--- config.mk ---
export PLATFORM = sky130hd
export DESIGN_NAME = multdiv_32
export DESIGN_NICKNAME = d
export VERILOG_FILES = /design/src/rtl/multdiv_pkg.sv /design/src/rtl/booth_step_32.sv /design/src/rtl/multdiv_32.sv
export SDC_FILE = /design/constraint.sdc
export NUM_CORES = 1
export LEC_CHECK = 0
export CORE_UTILIZATION = 26
export CTS_CLUSTER_SIZE = 28
export DETAILED_ROUTE_END_ITERATION = 10
export GPL_ROUTABILITY_DRIVEN = 1
export PLACE_DENSITY = 0.46
export SLEW_MARGIN = 0
export SYNTH_ARGS = -nofsm -noshare
export SYNTH_HDL_FRONTEND = slang
export SYNTH_HIERARCHICAL = 1
export SYNTH_SLANG_ARGS = --single-unit
--- constraint.sdc ---
create_clock -name clock -period 6.9 [get_ports clock]
set_clock_uncertainty 0.15 [all_clocks]
set_input_delay 1.035 -clock clock [delete_from_list [all_inputs] [get_ports clock]]
set_output_delay 1.035 -clock clock [all_outputs]
set_load 0.03 [all_outputs]
--- src/rtl/multdiv_pkg.sv ---
// multdiv_pkg: shared widths, iteration count and FSM state encoding for multdiv_32
package multdiv_pkg;
  localparam int WIDTH = 32;
  localparam int ITERS = 32;
  localparam int CNT_W = 6;
  typedef enum logic [1:0] {IDLE, MULT, DIV, DONE} state_e;
endpackage

--- src/rtl/booth_step_32.sv ---
// booth_step_32: one radix-2 Booth iteration (add/sub + arithmetic right shift) on {acc, Q, q-1}
//   r_i : current 65-bit {acc[31:0], Q[31:0], q-1}
//   m_i : multiplicand
//   r_o : register after one add/sub and 1-bit arithmetic shift
module booth_step_32
  import multdiv_pkg::*;
(
  input  logic [2*WIDTH:0]  r_i,
  input  logic [WIDTH-1:0]  m_i,
  output logic [2*WIDTH:0]  r_o
);
  logic [WIDTH:0] acc_x, m_x, sum;
  // The sum is kept one bit wider so subtracting the most negative multiplicand
  // cannot overflow; the shift then folds that extra bit back into the register.
  assign acc_x = {r_i[2*WIDTH], r_i[2*WIDTH:WIDTH+1]};
  assign m_x   = {m_i[WIDTH-1], m_i};
  always_comb
    sum = (r_i[1:0] == 2'b01) ? acc_x + m_x :
          (r_i[1:0] == 2'b10) ? acc_x - m_x : acc_x;
  assign r_o = {sum, r_i[WIDTH:1]};
endmodule

--- src/rtl/multdiv_32.sv ---
// multdiv_32: multi-cycle signed 32-bit Booth multiply / restoring divide with registered result
//   clock, reset (async active-low)
//   data_operandA/B : operands latched on a start strobe
//   ctrl_MULT/DIV   : one-cycle start strobes (both high selects multiply)
//   data_result, data_exception : registered result and overflow / divide-by-zero flag
//   data_resultRDY  : one-cycle pulse when a result completes
module multdiv_32
  import multdiv_pkg::*;
(
  input  logic             clock,
  input  logic             reset,
  input  logic [WIDTH-1:0] data_operandA,
  input  logic [WIDTH-1:0] data_operandB,
  input  logic             ctrl_MULT,
  input  logic             ctrl_DIV,
  output logic [WIDTH-1:0] data_result,
  output logic             data_exception,
  output logic             data_resultRDY
);
  state_e             state_q, state_d;
  logic [CNT_W-1:0]   cnt_q, cnt_d;
  logic [2*WIDTH:0]   acc_q, acc_d, booth_r, div_r;
  logic [WIDTH-1:0]   m_q, m_d, res_q, res_d, a_mag, b_mag, quo, div_res;
  logic [2*WIDTH-1:0] prod;
  logic [WIDTH:0]     diff;
  logic               neg_q, neg_d, div0_q, div0_d, ovf_q, ovf_d, exc_q, exc_d;
  logic               start, take, mul_exc;

  booth_step_32 u_booth (.r_i(acc_q), .m_i(m_q), .r_o(booth_r));

  assign start = ctrl_MULT | ctrl_DIV;
  assign a_mag = data_operandA[WIDTH-1] ? -data_operandA : data_operandA;
  assign b_mag = data_operandB[WIDTH-1] ? -data_operandB : data_operandB;
  // Divide reuses the 65-bit register as {R[31:0], Q[31:0], unused}; {R, Q[31]} is the shifted partial remainder.
  assign diff  = acc_q[2*WIDTH:WIDTH] - {1'b0, m_q};
  assign take  = ~diff[WIDTH];
  assign div_r = {take ? diff[WIDTH-1:0] : acc_q[2*WIDTH-1:WIDTH], acc_q[WIDTH-1:1], take, 1'b0};
  assign prod    = acc_q[2*WIDTH:1];
  assign mul_exc = prod[2*WIDTH-1:WIDTH] != {WIDTH{prod[WIDTH-1]}};
  assign quo     = acc_q[WIDTH:1];
  assign div_res = div0_q ? '0 : neg_q ? -quo : quo;

  always_comb begin
    state_d = state_q;
    cnt_d   = cnt_q;
    acc_d   = acc_q;
    m_d     = m_q;
    neg_d   = neg_q;
    div0_d  = div0_q;
    ovf_d   = ovf_q;
    res_d   = res_q;
    exc_d   = exc_q;
    if (start) begin
      state_d = ctrl_MULT ? MULT : DIV;
      cnt_d   = '0;
      acc_d   = {{WIDTH{1'b0}}, ctrl_MULT ? data_operandB : a_mag, 1'b0};
      m_d     = ctrl_MULT ? data_operandA : b_mag;
      neg_d   = data_operandA[WIDTH-1] ^ data_operandB[WIDTH-1];
      div0_d  = data_operandB == '0;
      ovf_d   = (data_operandA == {1'b1, {(WIDTH-1){1'b0}}}) && (data_operandB == '1);
    end else begin
      case (state_q)
        MULT, DIV: begin
          if (cnt_q == CNT_W'(ITERS)) begin
            state_d = DONE;
            res_d   = state_q == MULT ? prod[WIDTH-1:0] : div_res;
            exc_d   = state_q == MULT ? mul_exc : (div0_q | ovf_q);
          end else begin
            cnt_d = cnt_q + 1'b1;
            acc_d = state_q == MULT ? booth_r : div_r;
          end
        end
        DONE:    state_d = IDLE;
        default: state_d = IDLE;
      endcase
    end
  end

  always_ff @(posedge clock or negedge reset)
    if (!reset) begin
      state_q <= IDLE;
      cnt_q   <= '0;
      acc_q   <= '0;
      m_q     <= '0;
      neg_q   <= 1'b0;
      div0_q  <= 1'b0;
      ovf_q   <= 1'b0;
      res_q   <= '0;
      exc_q   <= 1'b0;
    end else begin
      state_q <= state_d;
      cnt_q   <= cnt_d;
      acc_q   <= acc_d;
      m_q     <= m_d;
      neg_q   <= neg_d;
      div0_q  <= div0_d;
      ovf_q   <= ovf_d;
      res_q   <= res_d;
      exc_q   <= exc_d;
    end

  assign data_result    = res_q;
  assign data_exception = exc_q;
  assign data_resultRDY = state_q == DONE;
endmodule

==> impl_metrics.yaml <==
timing:
  slew_violations: 0
  fin_crit_sh_pct: 65.7
  rsz0062_at_grt: "false"
  hold_violations: 0
  fin_setup_tns_ps: 0
  setup_viol: 0
  final.min_clock_period_ps: 4530
  relSlewSlack_pct: 31.6
  timing.fmax_ghz: 0.221
  worst_slew_pin_slew_ps: 1030
cells_and_area:
  area_delta_synth_final_pct: 12.7
  regArea_um2: 3530
  drive_gt1_share_pct: 5.27
  fin_nets: 2249
  n_antenna_cell: 0
  num-fill-cells: 6468
  multi_input_area_um2: 10800
setup_path:
  worstReg2RegEnd: "acc_q[34]$_DFFE_PN0P_"
  end_kind: "register"
  cp_max_fo: 48
  cp_data_arrival_time_ps: 4760
  start_kind: "register"
  rr_worst_depth: 15
  worstPathRequired_ps: 7130
  r2r_slack_ps: 2370
  rr_startpoint: "acc_q[32]$_DFFE_PN0P_"
  path_class: "register to register"
clock_tree:
  path_clk_slew_ps: 70
  clockRootBuffer: "clkbuf_16"
  cts_hold_buf: 0
  h-tree-depth: 4
  clk_path_buf_depth: 2
  clock_sinks: 141
  cts_setup_buffers: 0
  clk_latency_ps: 440
  cts_inserted_buffers: 17
  cts_tree: "yes"
  postCtsResizedCells: 0
grt:
  grt_use_met3_pct: 2.11
  track_usage_pct: 18.8
  antenna_found_initial: 0
  grt_max_degree: 99
  grt_overflow: 0
  grt-busiest-layer: "met2"
  grt_use_met1_pct: 25.6
  grt.met2_usage_pct: 30.7
  grt_pass1_wl_um: 89700
  grt_pass1_vias: 15226
logic_synthesis:
  synth_edf_count: 0
  netlist_area_um2: 15600
  ys_types: 102
  netlist_top_cells_count: "220 x nand2_1, 192 x a21oi_1, 183 x o21ai_0"
  yosysMostFrequentCell: "nand2_1"
  syn_inst: 2102
  yosys.area.top_type_share_pct: 22.6
  ys_warn_count: 6
  syn_nets: 2277
  yosys.area.top_type: "dfrtp_1"
  seq_area_frac_synth_pct: 22.6
  synth_area_leaders: "dfrtp_1 23%, ha_1 8.3%, a21oi_1 6.1%, o21ai_0 5.9%, nand2_1 5.3%"
  avgSynthCellArea_um2: 7.44
  async_reset_ff_share_pct: 100
  ys.flop_type: "dfrtp_1"
  synth_seq_cells: 141
worst_hold_path:
  whs_path_depth: 2
  min-delay-start: "data_result[30]$_DFFE_PN0P_"
  hp-class: "register to register"
  holdPathEnd: "data_result[30]$_DFFE_PN0P_"
power:
  total_power_mw: 3.38
  leakage_nw: 7.31
  max-vdd-ir-drop_mv: 0.139
  p_per_area_nw_per_um2: 192
die:
  die-area_um2: 61100
  core_area_um2: 59200
  start_util_pct: 26.4
  die_w_um: 247
  rows: 89
  die_h_um: 247
  pin_count: 102
routing:
  detail-route-antenna-nets: 0
  drt-total-wl_um: 56700
  wl_per_cell_um: 19.8
  vias: 15333
  via_per_inst: 5.36
  drt-pass1-iter-count: 5
  drc: 0
  first_iter_violations: 907
run:
  cap_violations: 0
place:
  hpwl_um: 42800
  gp_congestion: 0.868
  io_buffers: 101
run_status:
  status: "finished, final reports clean"
worst max path at each step:
stage                           from               endpoint  slack, ps  cells after the start
2_1_floorplan       data_operandA[3]  acc_q[31]$_DFFE_PN0P_       3190                     10
3_3_place_gp        data_operandA[3]  acc_q[30]$_DFFE_PN0P_       2210                     10
3_5_place_dp        data_operandA[3]  acc_q[30]$_DFFE_PN0P_       2210                     10
4_1_cts        acc_q[32]$_DFFE_PN0P_  acc_q[34]$_DFFE_PN0P_       2300                     15
5_1_grt        acc_q[32]$_DFFE_PN0P_  acc_q[34]$_DFFE_PN0P_       2000                     15
6_report       acc_q[32]$_DFFE_PN0P_  acc_q[34]$_DFFE_PN0P_       2370                     15
layer usage:
metal	wire length, µm	vias up
met2	26000	394
met3	2470	54
li1	-	7543
met1	26900	7342
met5	0	-
met4	1320	0
sequential cells by signal (all words and copies together), names as in the netlist:
name,count
acc_q,65
cnt_q,6
data_exception,1
data_result,32
div0_q,1
m_q,32
neg_q,1
ovf_q,1
state_q,2
report_power, final:
| group | internal [mW] | switching [mW] |
|---|---|---|
| sequential | 0.898 | 0.130 |
| clock | 0.645 | 0.389 |
| combinational | 0.499 | 0.824 |
| total | 2.04 | 1.34 |
through the flow:
step / instance area (µm²) / hold WS [ps] / util (%) / worst slack [ps] / cells
after global routing: 17600 / 361 / 29.8 / 2000 / 2860
final: 17600 / 332 / 29.8 / 2370 / 2860
after detailed placement: 17000 / 324 / 28.7 / 2210 / 2828
after floorplan: 15600 / 302 / - / 3190 / 2102
after CTS: 17600 / 341 / 29.8 / 2300 / 2860
after global placement: 17000 / 322 / 28.7 / 2210 / 2828
cell type report:
type                       count  area share, %
multi-input combinational   1667           61.4
sequential                   141           20.0
timing repair buffer         126           6.76
tap                          773           5.49
clock buffer                  23           2.77
inverter                     121           2.65
clock inverter                 9          0.894
worst max-delay path, stage by stage (launching register included):
cell     delay, ps
dfrtp_1        360
buf_4          210
inv_1          160
ha_1           210
fa_1           190
nor2b_1         70
o31ai_1        370
a31oi_1        190
o21ai_1        460
nand3_1        140
a31oi_1        400
xor2_4         350
buf_4          500
mux2_2         390
o21ai_0        140
o211a_1        160
logic make-up after synthesis:
logic type / after synthesis / synth area share, %
fa+ha+maj: 107 / 8.71
xor+xnor: 124 / 6.95
flops: 141 / 22.6
simple gates: 643 / 19.9
compound gates: 765 / 31.5
mux: 28 / 1.81
buf+inv: 294 / 8.60
placed cells by master, fill, tap and decap left out, types with 36 or more instances in the layout:
cell type | netlist | routed
xor2_1 | 72 | 71
ha_1 | 104 | 103
xnor2_1 | 52 | 52
o21ai_0 | 183 | 183
a21oi_1 | 192 | 191
dfrtp_1 | 141 | 141
nor2_1 | 160 | 158
a211oi_1 | 72 | 72
o22ai_1 | 43 | 43
nor2b_1 | 38 | 36
nand2_1 | 220 | 220
nor3_1 | 41 | 41
inv_1 | 113 | 113
nand3_1 | 53 | 53
clkdlybuf4s50_1 | 0 | 98
o31ai_1 | 48 | 48
(Power assumes the default switching activity.)
